<file path="config.mk">
export PLATFORM = sky130hd
export DESIGN_NAME = div_unit
export DESIGN_NICKNAME = d
export VERILOG_FILES = /design/src/rtl/div_unit_pkg.sv /design/src/rtl/div_unit_step.sv /design/src/rtl/div_unit.sv
export SDC_FILE = /design/constraint.sdc
export NUM_CORES = 1
export LEC_CHECK = 0
export ABC_CLOCK_PERIOD_IN_PS = 5800
export CORE_ASPECT_RATIO = 0.9
export CORE_UTILIZATION = 52
export DETAILED_ROUTE_END_ITERATION = 6
export PLACE_DENSITY = 0.87
export SLEW_MARGIN = 20
export SYNTH_ARGS = -nofsm -noshare
export SYNTH_HDL_FRONTEND = slang
export SYNTH_SLANG_ARGS = --single-unit
</file>
<file path="constraint.sdc">
create_clock -name clk -period 5.8 [get_ports clk]
set_input_delay 1.16 -clock clk [delete_from_list [all_inputs] [get_ports clk]]
set_output_delay 1.16 -clock clk [all_outputs]
set_load 0.01 [all_outputs]
</file>
<file path="src/rtl/div_unit_pkg.sv">
// Shared encodings for the EX-stage divider: FSM states, iteration count and
// the DIV/DIVU funct codes it serves.
package div_unit_pkg;

    typedef enum logic [1:0] {
        DIV_IDLE = 2'd0,
        DIV_CALC = 2'd1,
        DIV_DONE = 2'd2
    } div_state_t;

    localparam int DIV_CYCLES = 32;

    localparam logic [5:0] EXE_DIV  = 6'b011010;
    localparam logic [5:0] EXE_DIVU = 6'b011011;

endpackage

</file>
<file path="src/rtl/div_unit_step.sv">
// One radix-2 restoring shift-subtract iteration on unsigned magnitudes.
module div_unit_step #(
    parameter int WIDTH = 32
) (
    input  logic [WIDTH:0]   prem,
    input  logic [WIDTH-1:0] dvd,
    input  logic [WIDTH-1:0] dvs,
    output logic [WIDTH:0]   prem_nxt,
    output logic [WIDTH-1:0] dvd_nxt
);

    logic [WIDTH+1:0] diff;
    logic             ge;

    // prem never exceeds the divisor, so its top bit is zero and the extra
    // diff bit acts purely as the borrow of the trial subtraction.
    assign diff     = {prem, dvd[WIDTH-1]} - {2'b00, dvs};
    assign ge       = ~diff[WIDTH+1];
    assign prem_nxt = ge ? diff[WIDTH:0] : {prem[WIDTH-1:0], dvd[WIDTH-1]};
    assign dvd_nxt  = {dvd[WIDTH-2:0], ge};

endmodule

</file>
<file path="src/rtl/div_unit.sv">
// Multi-cycle DIV/DIVU unit: stalls EX while iterating, then presents
// quotient (LO) and remainder (HI) for a single done cycle.
module div_unit
    import div_unit_pkg::*;
#(
    parameter int WIDTH = DIV_CYCLES
) (
    input  logic             clk,
    input  logic             rst,
    input  logic             start,
    input  logic             signed_div,
    input  logic             cancel,
    input  logic [WIDTH-1:0] a,
    input  logic [WIDTH-1:0] b,
    output logic             stall_req,
    output logic             done,
    output logic [WIDTH-1:0] quotient,
    output logic [WIDTH-1:0] remainder
);

    localparam int CW = $clog2(WIDTH);

    div_state_t       state;
    logic [CW-1:0]    cnt;
    logic [WIDTH:0]   prem;
    logic [WIDTH-1:0] dvd;
    logic [WIDTH-1:0] dvs;
    logic             neg_q;
    logic             neg_r;

    logic [WIDTH:0]   prem_nxt;
    logic [WIDTH-1:0] dvd_nxt;
    logic             a_neg;
    logic             b_neg;
    logic [WIDTH-1:0] a_abs;
    logic [WIDTH-1:0] b_abs;
    logic [WIDTH-1:0] q_fix;
    logic [WIDTH-1:0] r_fix;
    logic             last;

    assign a_neg = signed_div & a[WIDTH-1];
    assign b_neg = signed_div & b[WIDTH-1];
    assign a_abs = a_neg ? -a : a;
    assign b_abs = b_neg ? -b : b;
    assign last  = (cnt == CW'(WIDTH - 1));

    // Sign fix-up is applied to the outputs of the final step directly.
    assign q_fix = neg_q ? -dvd_nxt : dvd_nxt;
    assign r_fix = neg_r ? -prem_nxt[WIDTH-1:0] : prem_nxt[WIDTH-1:0];

    assign stall_req = ~rst & (((state == DIV_IDLE) & start & ~cancel) |
                               (state == DIV_CALC));

    div_unit_step #(.WIDTH(WIDTH)) u_step (
        .prem     (prem),
        .dvd      (dvd),
        .dvs      (dvs),
        .prem_nxt (prem_nxt),
        .dvd_nxt  (dvd_nxt)
    );

    always_ff @(posedge clk or posedge rst) begin
        if (rst) begin
            state     <= DIV_IDLE;
            cnt       <= '0;
            prem      <= '0;
            dvd       <= '0;
            dvs       <= '0;
            neg_q     <= 1'b0;
            neg_r     <= 1'b0;
            done      <= 1'b0;
            quotient  <= '0;
            remainder <= '0;
        end else begin
            done <= 1'b0;
            if (cancel) begin
                state <= DIV_IDLE;
                cnt   <= '0;
            end else begin
                case (state)
                    DIV_IDLE: begin
                        if (start) begin
                            if (b == '0) begin
                                quotient  <= '1;
                                remainder <= a;
                                done      <= 1'b1;
                                state     <= DIV_DONE;
                            end else begin
                                prem  <= '0;
                                dvd   <= a_abs;
                                dvs   <= b_abs;
                                neg_q <= a_neg ^ b_neg;
                                neg_r <= a_neg;
                                cnt   <= '0;
                                state <= DIV_CALC;
                            end
                        end
                    end
                    DIV_CALC: begin
                        prem <= prem_nxt;
                        dvd  <= dvd_nxt;
                        cnt  <= cnt + 1'b1;
                        if (last) begin
                            quotient  <= q_fix;
                            remainder <= r_fix;
                            done      <= 1'b1;
                            state     <= DIV_DONE;
                        end
                    end
                    DIV_DONE: state <= DIV_IDLE;
                    default:  state <= DIV_IDLE;
                endcase
            end
        end
    end

endmodule

</file>
==> metrics.cfg, run 1 <==
[run]
cap_violations=0

[finish]
final_cell_mix=194 x nand2_1, 171 x dfrtp_1, 161 x o21ai_0
syn_to_final_growth_pct=16.2
n_antenna_cell=0
drive_gt1_frac=0.0654
multi_input_area_um2=7430
fillers=1950
area.sequential_um2=4280
final_common_cell=nand2_1
layout.nets=1701

[clock_network]
cts_buffers=17
clkSinkCount=171
clk_path_buf_depth=2
clock_latency_ns=0.44
cts_max_level=4
cts-root-buf=clkbuf_16
cts_tree=done
hold_buffers=0
clkTransAtPathRegs_ns=0.07
postCtsSetupBuffers=0
cts_resized=0

[global_route]
overflow=0
grt_pass1_wl_um=57300
grt_use_total=0.296
grt_max_degree=113
grt_pass1_vias=11600
antenna_found_initial=0

[worst_setup_path]
endpoint_kind=register
r2r_setup_slack_ns=0.99
arrival_ns=5.13
cp_slowest_stage_delay_ns=0.47
cp_top_family=compound AO/OA/AOI/OAI gates
crit_slowest_cell=dfrtp_1
startpoint_type=register
crit_fanout=11
r2r-start=prem[15]
path_class=reg -> reg
critical_path_buf_inv_count=3
cp.required_ns=6.12
path_cells=ha_1 -> nand2_1 -> nor2_1 -> nand2_1 -> o31ai_2 -> o211a_1 -> nor3_1 -> buf_4 -> nor2_2 -> inv_2 -> a21oi_1 -> ha_1 -> nand2_1 -> nor4_1 -> nand4_1 -> a2bb2oi_2 -> inv_1 -> o31ai_2 -> xor2_1 -> o22ai_1
r2r-end=remainder[30]
critPathMostFrequentCell=nand2_1
rr_worst_depth=20

[placement]
dp_hpwl_um=25500
io_buffers=134
preCtsSetupSlack_ns=0.910
place.gp.congestion=0.941

[die]
coreArea_um2=23300
start_util=0.529
fp.dieW_um=164
dieArea_um2=24300
dieHeight_um=148
rows=53
pin_count=135

[routing]
drc=0
drt-initial-drc-count=1203
viasPerCell=6.21
drt_wl_total_um=35000
dr.pass1.iters=6
routedWlPerCell_um=18.3
dr_total_vias=11800
ant_nets=0

[synthesis]
muxShareOfSynthArea=0.0364
synthCells=1511
synth_xor_xnor_area_share=0.0953
synthArstFlopShare=1.00
yosys_most_used_dff=dfrtp_1
syn_nets=1619
yosysUniqueCellTypes=89
synth-simple-area-share=0.191
yosys_warnings=0
synth_enable_flop_cells=0
ys_ff_latch=171
ys_seq_area_frac=0.347
synth_area_um2=12300
synth_top_family_by_area=compound AO/OA/AOI/OAI gates
syn_avg_cell_area_um2=8.15
synthAdderAreaFrac=0.0402
synth_compound_area_frac=0.239

[sta]
skew_ns=0.00953
fin_ws_ns=0.991
slew_violations=0
slew_headroom=0.216
setup_viol_count_final=0
tns_ns=0
rsz0062_at_grt=no
tightest_slew_ns=1.17
post-route-period-util=0.829
max_freq_mhz=208
finalHoldViolCount=0
fin_crit_ns=4.81

[worst_hold_path]
holdPathStages=1
min_from=remainder[18]
min_path_type=reg -> reg
hold_path_end=remainder[18]

[power]
powerDensity_nw_per_um2=245
p_leak_nw=6.01
ir_drop_mv=0.134

[outcome]
outcome=complete, no violations

[metal layers]
metal | track usage | part of all wire | wire length, µm
met2 | 0.469 | 0.47 | 16300
met4 | 0.149 | 0.043 | 1490
met5 | 0 | 0 | 0
met3 | 0.0544 | 0.076 | 2670
met1 | 0.388 | 0.41 | 14500
[state kept, by name, summed over array words and instances, names as in the netlist]
register,cells
dvd,32
neg_q,1
prem,33
quotient,32
dvs,32
remainder,32
state,2
done,1
neg_r,1
cnt,5
[through the flow]
step / total power, mW / util / hold WS (ns) / instances / cell area, µm²
global route: 3.69 / 0.615 / 0.523 / 1908 / 14300
global placement: 2.37 / 0.591 / 0.477 / 1876 / 13800
CTS: 3.50 / 0.615 / 0.498 / 1908 / 14300
floorplan: 2.10 / - / 0.465 / 1511 / 12300
finish: 3.51 / 0.615 / 0.493 / 1908 / 14300
detailed placement: 2.40 / 0.591 / 0.483 / 1876 / 13800
[worst reg2reg max path: stages (launching register included)]
cell and delay [ns]:
dfrtp_1 0.47, ha_1 0.46, nand2_1 0.10, nor2_1 0.23, nand2_1 0.12, o31ai_2 0.36
o211a_1 0.24, nor3_1 0.06, buf_4 0.20, nor2_2 0.19, inv_2 0.12, a21oi_1 0.26
ha_1 0.31, nand2_1 0.08, nor4_1 0.33, nand4_1 0.21, a2bb2oi_2 0.29, inv_1 0.10
o31ai_2 0.28, xor2_1 0.18, o22ai_1 0.09
[cells by family after synthesis]
kind of cell / count (synthesis)
adders and majority gates: 39
and+or+nand+nor: 512
AOI/OAI and AO/OA: 470
xor gates and xnor gates: 134
DFF: 171
muxes: 43
buffers and inverters: 142
[report_power, final]
group          internal, mW  total, mW  switching [mW]
clock network         0.595       1.11           0.513
registers              1.30       1.42           0.119
logic                 0.391      0.985           0.594
total                  2.29       3.51            1.23
[Yosys cell counts (5+ instances only)]
| master | count | area, µm² |
|---|---|---|
| o21ai_0 | 161 | 806 |
| nand2_1 | 194 | 728 |
| nand3_1 | 24 | 120 |
| o22ai_1 | 5 | 31.3 |
| xnor2_1 | 51 | 447 |
| o21ai_1 | 5 | 25.0 |
| nand2b_1 | 13 | 81.3 |
| nand4_1 | 11 | 68.8 |
| and3_1 | 8 | 50.1 |
| a21oi_1 | 129 | 646 |
| o211ai_1 | 9 | 67.6 |
| buf_4 | 7 | 52.6 |
| xor2_1 | 83 | 727 |
| a31oi_1 | 38 | 238 |
| nor2_1 | 155 | 582 |
| inv_1 | 55 | 206 |
| o41ai_1 | 12 | 105 |
| o21bai_1 | 6 | 45.0 |
| a22o_1 | 9 | 78.8 |
| or4_1 | 7 | 52.6 |
| o21a_1 | 11 | 82.6 |
| a21o_1 | 5 | 37.5 |
| mux2i_1 | 29 | 290 |
| a21boi_0 | 5 | 37.5 |
| and2_1 | 7 | 43.8 |
| nor3_1 | 27 | 135 |
| o31ai_1 | 22 | 165 |
| or3_1 | 21 | 131 |
| mux2_2 | 14 | 158 |
| buf_2 | 18 | 90.1 |
| buf_1 | 6 | 22.5 |
| clkbuf_1 | 47 | 176 |
| dfrtp_1 | 171 | 4280 |
| ha_1 | 38 | 475 |
| nor4_1 | 15 | 93.8 |
[cell type report]
cell class,count,area share
sequential,171,0.299
clock inverter,13,0.00822
clock buffer,19,0.0302
inverter,57,0.0155
timing repair buffer,148,0.102
multi-input combinational,1198,0.519
tap,302,0.0264
[how the worst max path moves through the flow]
stage	endpoint	cells after the start	startpoint	slack (ns)
final	remainder[30]	20	prem[15]	0.99
after global routing	remainder[30]	20	prem[15]	0.67
after CTS	remainder[30]	20	prem[19]	1.12
after floorplan	cnt[0]	1	rst	0.008
after detailed placement	quotient[15]	11	b[13]	0.91
after global placement	quotient[17]	11	b[13]	1.01
Note: power is estimated with default switching activity, not from simulation.
==> inputs of run 2 (changes only) <==
--- a/config.mk
+++ b/config.mk
@@ -5,7 +5,7 @@
 export SDC_FILE = /design/constraint.sdc
 export NUM_CORES = 1
 export LEC_CHECK = 0
-export ABC_CLOCK_PERIOD_IN_PS = 5800
+export ABC_CLOCK_PERIOD_IN_PS = 4400
 export CORE_ASPECT_RATIO = 0.9
 export CORE_UTILIZATION = 52
 export DETAILED_ROUTE_END_ITERATION = 6
==> constraint.sdc (replaced) <==
create_clock -name clk -period 4.4 [get_ports clk]
set_input_delay 0.88 -clock clk [delete_from_list [all_inputs] [get_ports clk]]
set_output_delay 0.88 -clock clk [all_outputs]
set_load 0.01 [all_outputs]
==> run 2 against run 1 <==
  * Flip-flop and latch count stayed put
  * Combinational power is 44% higher
  * Cell count is 2.3% higher
  * First-iteration DRC count is 6.2% higher
  * Wire length is 5.4% higher
  * Critical path depth is 5 lower
  * Sequential power is 31% higher
  * Global-route usage is 0.87 points higher
  * Largest power group unchanged
  * Clock skew is 0.0025 ns higher
  * Register-to-register slack worse by 0.80 ns
  * Sequential share of layout area is 1.3 points lower
==> metrics.cfg, run 2 (synthesized netlist as in run 1, its figures left out) <==
[sta]
slew_headroom=0.305  ; +0.0894
tightest_slew_ns=1.04  ; -0.130 ns
fin_ws_ns=0.186  ; -0.805 ns
skew_ns=0.0120  ; +0.00246 ns
setup_viol_count_final=0  ; unchanged
finalHoldViolCount=0  ; unchanged
max_freq_mhz=237  ; +14%
fin_crit_ns=4.21  ; -0.595 ns
slew_violations=0  ; unchanged
post-route-period-util=0.958  ; +0.129

[power]
power_frac_comb=0.291  ; +0.011
swShare=0.350  ; +0.000937
p_leak_nw=6.27  ; +4.2%
intPower_mw=3.17  ; +39%
ir_drop_mv=0.287  ; +110%
p_seq_frac=0.380  ; -0.024
p_switching_mw=1.71  ; +39%
clkPwrFrac=0.329  ; +0.013
powerDensity_nw_per_um2=326  ; +33%

[finish]
n_antenna_cell=0  ; unchanged
final_common_cell=nand2_1
final_cells=1951  ; +2.3%
layout.nets=1744  ; +2.5%
drive_gt1_frac=0.102  ; +0.0371
syn_to_final_growth_pct=21.3
largest_reg_flops=33  ; unchanged
final_cell_mix=194 x nand2_1, 171 x dfrtp_1, 159 x o21ai_0
top_register=prem

[worst_setup_path]
crit_slowest_cell=or4_4
startpoint_type=register
path_cells=inv_1 -> ha_1 -> inv_1 -> fa_1 -> a211oi_2 -> o21ai_2 -> o211a_1 -> nor3_1 -> o22ai_1 -> nor4_4 -> a31oi_2 -> or4_4 -> and3_2 -> o21ai_0 -> a21oi_1
endpoint_kind=register
critPathMostFrequentCell=inv_1
cp_slowest_stage_delay_ns=0.58  ; +0.11 ns
arrival_ns=4.53  ; -0.60 ns
critical_path_buf_inv_count=2  ; -1
cp_top_family=compound AO/OA/AOI/OAI gates
path_class=reg -> reg
cp.required_ns=4.72  ; -1.40 ns
crit_fanout=5  ; -6

[die]
coreArea_um2=23300  ; unchanged
fp.dieW_um=164  ; unchanged
rows=53  ; unchanged
pin_count=135  ; unchanged
dieArea_um2=24300  ; unchanged
start_util=0.529  ; unchanged
dieHeight_um=148  ; unchanged

[clock_network]
cts_tree=done
cts_buffers=17  ; unchanged
cts_max_level=4  ; unchanged
clock_latency_ns=0.44  ; about the same
clkTransAtPathRegs_ns=0.07  ; about the same
clkSinkCount=171  ; unchanged
hold_buffers=0  ; unchanged
cts-root-buf=clkbuf_16
clk_path_buf_depth=2  ; unchanged

[routing]
drt_wl_total_um=36900  ; +5.4%
dr.pass1.iters=5  ; -1
routedWlPerCell_um=18.9  ; +3.0%
dr_total_vias=12200  ; +2.9%
drc=0  ; unchanged
ant_nets=0  ; unchanged
viasPerCell=6.25  ; +0.63%
drt-initial-drc-count=1278  ; +6.2%

[worst_hold_path]
min_path_type=reg -> reg

[global_route]
grt_use_total=0.305  ; +0.00874
grt_max_degree=96  ; -15%
grt_pass1_wl_um=58700  ; +2.4%
grt_pass1_vias=11900  ; +2.0%
overflow=0  ; unchanged
antenna_found_initial=0  ; unchanged

[placement]
io_buffers=134  ; unchanged
place.gp.congestion=0.932  ; -0.96%
place_inst=1914  ; +2.0%
dp_hpwl_um=26500  ; +3.7%
preCtsSetupSlack_ns=0.0691  ; -0.841 ns

[run]
cap_violations=0  ; unchanged

[outcome]
outcome=complete, no violations

run 2: layout make-up:
class / count / area [µm²]
clock buffer: 18 / 439
clock inverter: 14 / 173
fill: 1867 / 8330
inverter: 57 / 218
multi-input combinational: 1198 / 7580
sequential: 171 / 4280
tap: 302 / 378
timing repair buffer: 191 / 1870
run 2: path summary, 6_finish.rpt:
kind / slack (ns) / cells past startpoint / end / startpoint
hold / removal: 0.49 / 1 / remainder[18] / remainder[18]
min in group asynchronous: 0.94 / 2 / dvd[29] / rst
setup reg to reg: 0.19 / 15 / remainder[23] / dvd[31]
setup / recovery: 0.19 / 15 / remainder[23] / dvd[31]
hold reg to reg: 0.49 / 1 / remainder[18] / remainder[18]
max in group asynchronous: 2.51 / 3 / remainder[5] / rst
run 2: repair_timing:
| action | 4_1_cts | 5_1_grt |
|---|---|---|
| gates resized for setup | 0 | 28 |
| buffers inserted | 0 | 5 |
| endpoints found under the setup margin | 0 | 13 |
run 2: stage by stage:
stage	utilization	power [mW]	setup TNS [ns]	hold slack [ns]	area, µm²
after floorplan	-	2.77	0	0.465	12300
after global placement	0.607	3.19	0	0.479	14100
after detailed placement	0.607	3.23	0	0.479	14100
after CTS	0.634	4.82	0	0.494	14700
after global routing	0.642	5.09	-0.00983	0.532	14900
final	0.642	4.88	0	0.489	14900
run 2: per-layer routing:
metal / vias to the layer above / routed length [µm] / GRT usage
met2: 656 / 17800 / 0.502
li1: 5620 / - / -
met4: 0 / 1120 / 0.119
met1: 5803 / 14900 / 0.399
met5: - / 0 / 0
met3: 109 / 3100 / 0.0505
run 2: worst register-to-register path, cell delays in order, from the launching register on:
cell,delay [ns]
dfrtp_1,0.38
inv_1,0.06
ha_1,0.16
inv_1,0.06
fa_1,0.42
a211oi_2,0.31
o21ai_2,0.14
o211a_1,0.30
nor3_1,0.31
o22ai_1,0.29
nor4_4,0.36
a31oi_2,0.14
or4_4,0.58
and3_2,0.22
o21ai_0,0.24
a21oi_1,0.11
run 2: power by group through the flow:
stage | logic [mW] | registers [mW] | clock network (mW)
final | 1.42 | 1.86 | 1.60
after CTS | 1.36 | 1.85 | 1.61
after global placement | 1.31 | 1.87 | 0
after floorplan | 0.921 | 1.84 | 0
after detailed placement | 1.35 | 1.88 | 0
after global routing | 1.55 | 1.87 | 1.67
==> inputs of run 3 (changes only) <==
--- a/config.mk
+++ b/config.mk
@@ -6,10 +6,12 @@
 export NUM_CORES = 1
 export LEC_CHECK = 0
 export ABC_CLOCK_PERIOD_IN_PS = 4400
+export CAP_MARGIN = 10
 export CORE_ASPECT_RATIO = 0.9
 export CORE_UTILIZATION = 52
 export DETAILED_ROUTE_END_ITERATION = 6
 export PLACE_DENSITY = 0.87
+export REMOVE_ABC_BUFFERS = 1
 export SLEW_MARGIN = 20
 export SYNTH_ARGS = -nofsm -noshare
 export SYNTH_HDL_FRONTEND = slang
==> run 3 against run 2 <==
  * Largest cell class unchanged
  * Setup slack worse by 0.070 ns
  * Critical endpoint is now quotient[26]
  * Global-route usage down 1.7 points
  * Cell area down 1.5%
  * Clock-buffer cell count unchanged
  * Cell count down 1.0%
  * Combinational power down 4%
  * Power down 2.3%
  * Highest routed layer unchanged
  * First-iteration DRC count down 16%
  * Sequential power about the same
  * Hold slack better by 0.020 ns
==> metrics.cfg, run 3 (synthesized netlist as in run 1, its figures left out) <==
[placement]
dp_hpwl_um=25600  ; -3.2%
preCtsSetupSlack_ns=-0.0259  ; -0.0950 ns
io_buffers=134  ; unchanged
place.gp.congestion=0.938  ; +0.69%
placed_area_um2=14000  ; -1.0%
place_inst=1898  ; -0.84%

[die]
start_util=0.529  ; unchanged
dieArea_um2=24300  ; unchanged
rows=53  ; unchanged
pin_count=135  ; unchanged
coreArea_um2=23300  ; unchanged
dieHeight_um=148  ; unchanged
fp.dieW_um=164  ; unchanged

[global_route]
antenna_found_initial=0  ; unchanged
grt_pass1_wl_um=55700  ; -5.1%
grt_max_degree=89  ; -7.3%
overflow=0  ; unchanged
grt_pass1_vias=11000  ; -7.5%
grt_use_total=0.288  ; -0.0175

[routing]
viasPerCell=6.09  ; -2.5%
routedWlPerCell_um=17.9  ; -5.2%
drt-initial-drc-count=1074  ; -16%
drt_wl_total_um=34600  ; -6.2%
ant_nets=0  ; unchanged
drc=0  ; unchanged
dr_total_vias=11800  ; -3.5%
dr.pass1.iters=6  ; +1

[worst_setup_path]
cp.required_ns=4.68  ; -0.04 ns
cp_slowest_stage_delay_ns=0.46  ; -0.12 ns
crit_fanout=16  ; +11
r2r_setup_slack_ns=0.12  ; -0.07 ns
critPathLaunch=prem[14]
r2r-end=quotient[26]
arrival_ns=4.56  ; +0.03 ns
startpoint_type=register
r2r-start=prem[14]
endpoint_kind=register
path_cells=ha_1 -> nand2_1 -> nor2_2 -> nand2_1 -> o31ai_4 -> o211a_1 -> o21a_1 -> nor2_4 -> inv_2 -> buf_4 -> ha_2 -> nand4_1 -> or2_2 -> nand2b_1 -> o31ai_2 -> xor2_1 -> a31oi_1
path_class=reg -> reg
critPathMostFrequentCell=nand2_1
crit_slowest_cell=dfrtp_1
rr_worst_depth=17  ; +2

[worst_hold_path]
holdPathStages=1  ; unchanged
hold_path_end=cnt[4]
min_path_type=reg -> reg
min_from=cnt[4]

[finish]
drive_gt1_frac=0.0896  ; -0.0129
final_common_cell=nand2_1
syn_to_final_growth_pct=19.4
top_register=prem
layout.nets=1724  ; -1.1%
final_cell_mix=194 x nand2_1, 171 x dfrtp_1, 160 x o21ai_0
largest_reg_flops=33  ; unchanged
n_antenna_cell=0  ; unchanged
finalInstanceArea_um2=14700  ; -1.5%
utilization=0.632  ; -0.00989
final_cells=1931  ; -1.0%

[power]
powerDensity_nw_per_um2=324  ; -0.77%
fin_total_pwr_mw=4.76  ; -2.3%
p_leak_nw=6.18  ; -1.4%
ir_drop_mv=0.237  ; -17%

[outcome]
outcome=complete, no violations

[clock_network]
cts-root-buf=clkbuf_16
cts_tree=done
clkSinkCount=171  ; unchanged
hold_buffers=0  ; unchanged
clk_path_buf_depth=2  ; unchanged
cts_max_level=4  ; unchanged
cts_buffers=17  ; unchanged
clkTransAtPathRegs_ns=0.08  ; about the same
clock_latency_ns=0.44  ; about the same

[sta]
holdWs_ns=0.509  ; +0.0201 ns
slew_headroom=0.328  ; +0.0232
skew_ns=0.0105  ; -0.00151 ns
slew_violations=0  ; unchanged
finalHoldViolCount=0  ; unchanged
tns_ns=0  ; unchanged
tightest_slew_ns=1.01  ; -0.0372 ns
post-route-period-util=0.974  ; +0.0159
max_freq_mhz=233  ; -1.6%
fin_crit_ns=4.28  ; +0.0701 ns
setup_viol_count_final=0  ; unchanged
fin_ws_ns=0.116  ; -0.0701 ns

[run]
cap_violations=0  ; unchanged

-- run 3: cell count changes in the layout (fill, tap and decap cells not counted), sizes merged --
cell      change
bufinv        -2
clkinv        +5
clkinvlp      -3
buf          -20
-- run 3: power breakdown --
| group | internal [mW] | total [mW] | leakage [nW] | switching, mW |
|---|---|---|---|---|
| registers | 1.71 | 1.87 | 2.16 | 0.155 |
| logic | 0.555 | 1.36 | 3.72 | 0.806 |
| clock network | 0.787 | 1.54 | 0.299 | 0.751 |
| total | 3.05 | 4.76 | 6.18 | 1.71 |
-- run 3: final cells by class --
class | instances | area (µm²)
inverters | 57 | 219
clock inverters | 14 | 173
flip-flops and latches | 171 | 4280
clock buffers | 18 | 439
repair buffers | 171 | 1690
well taps | 302 | 378
multi-input cells | 1198 | 7530
fillers | 1941 | 8560
-- run 3: what timing repair did --
item / in CTS / in global routing
pin swaps: 0 / 4
setup buffers: 0 / 1
resized for setup: 1 / 21
setup endpoints to repair: 1 / 24
-- run 3: worst max path at each step --
stage	endpoint	slack, ns
after floorplan	dvs[0]	-1.97
after global placement	remainder[30]	0.14
after detailed placement	remainder[30]	-0.03
after CTS	remainder[30]	0.06
after global routing	quotient[26]	-0.10
final	quotient[26]	0.12
-- run 3: worst max-delay path, delay by kind of cell, from the launching register on --
family / cells / cell delay (ns)
AO/OA/AOI/OAI: 5 / 1.15
XOR/XNOR: 1 / 0.19
buffers and inverters: 2 / 0.32
flip-flops: 1 / 0.46
adder cells (fa/ha/maj): 2 / 0.71
AND/OR/NAND/NOR: 7 / 1.30
-- run 3: per-layer routing --
layer,GRT usage,wire length [µm],vias up
met5,0,0,-
met4,0.100,936,0
met3,0.0460,2890,76
met2,0.456,15700,566
met1,0.397,15000,5540
li1,-,-,5574
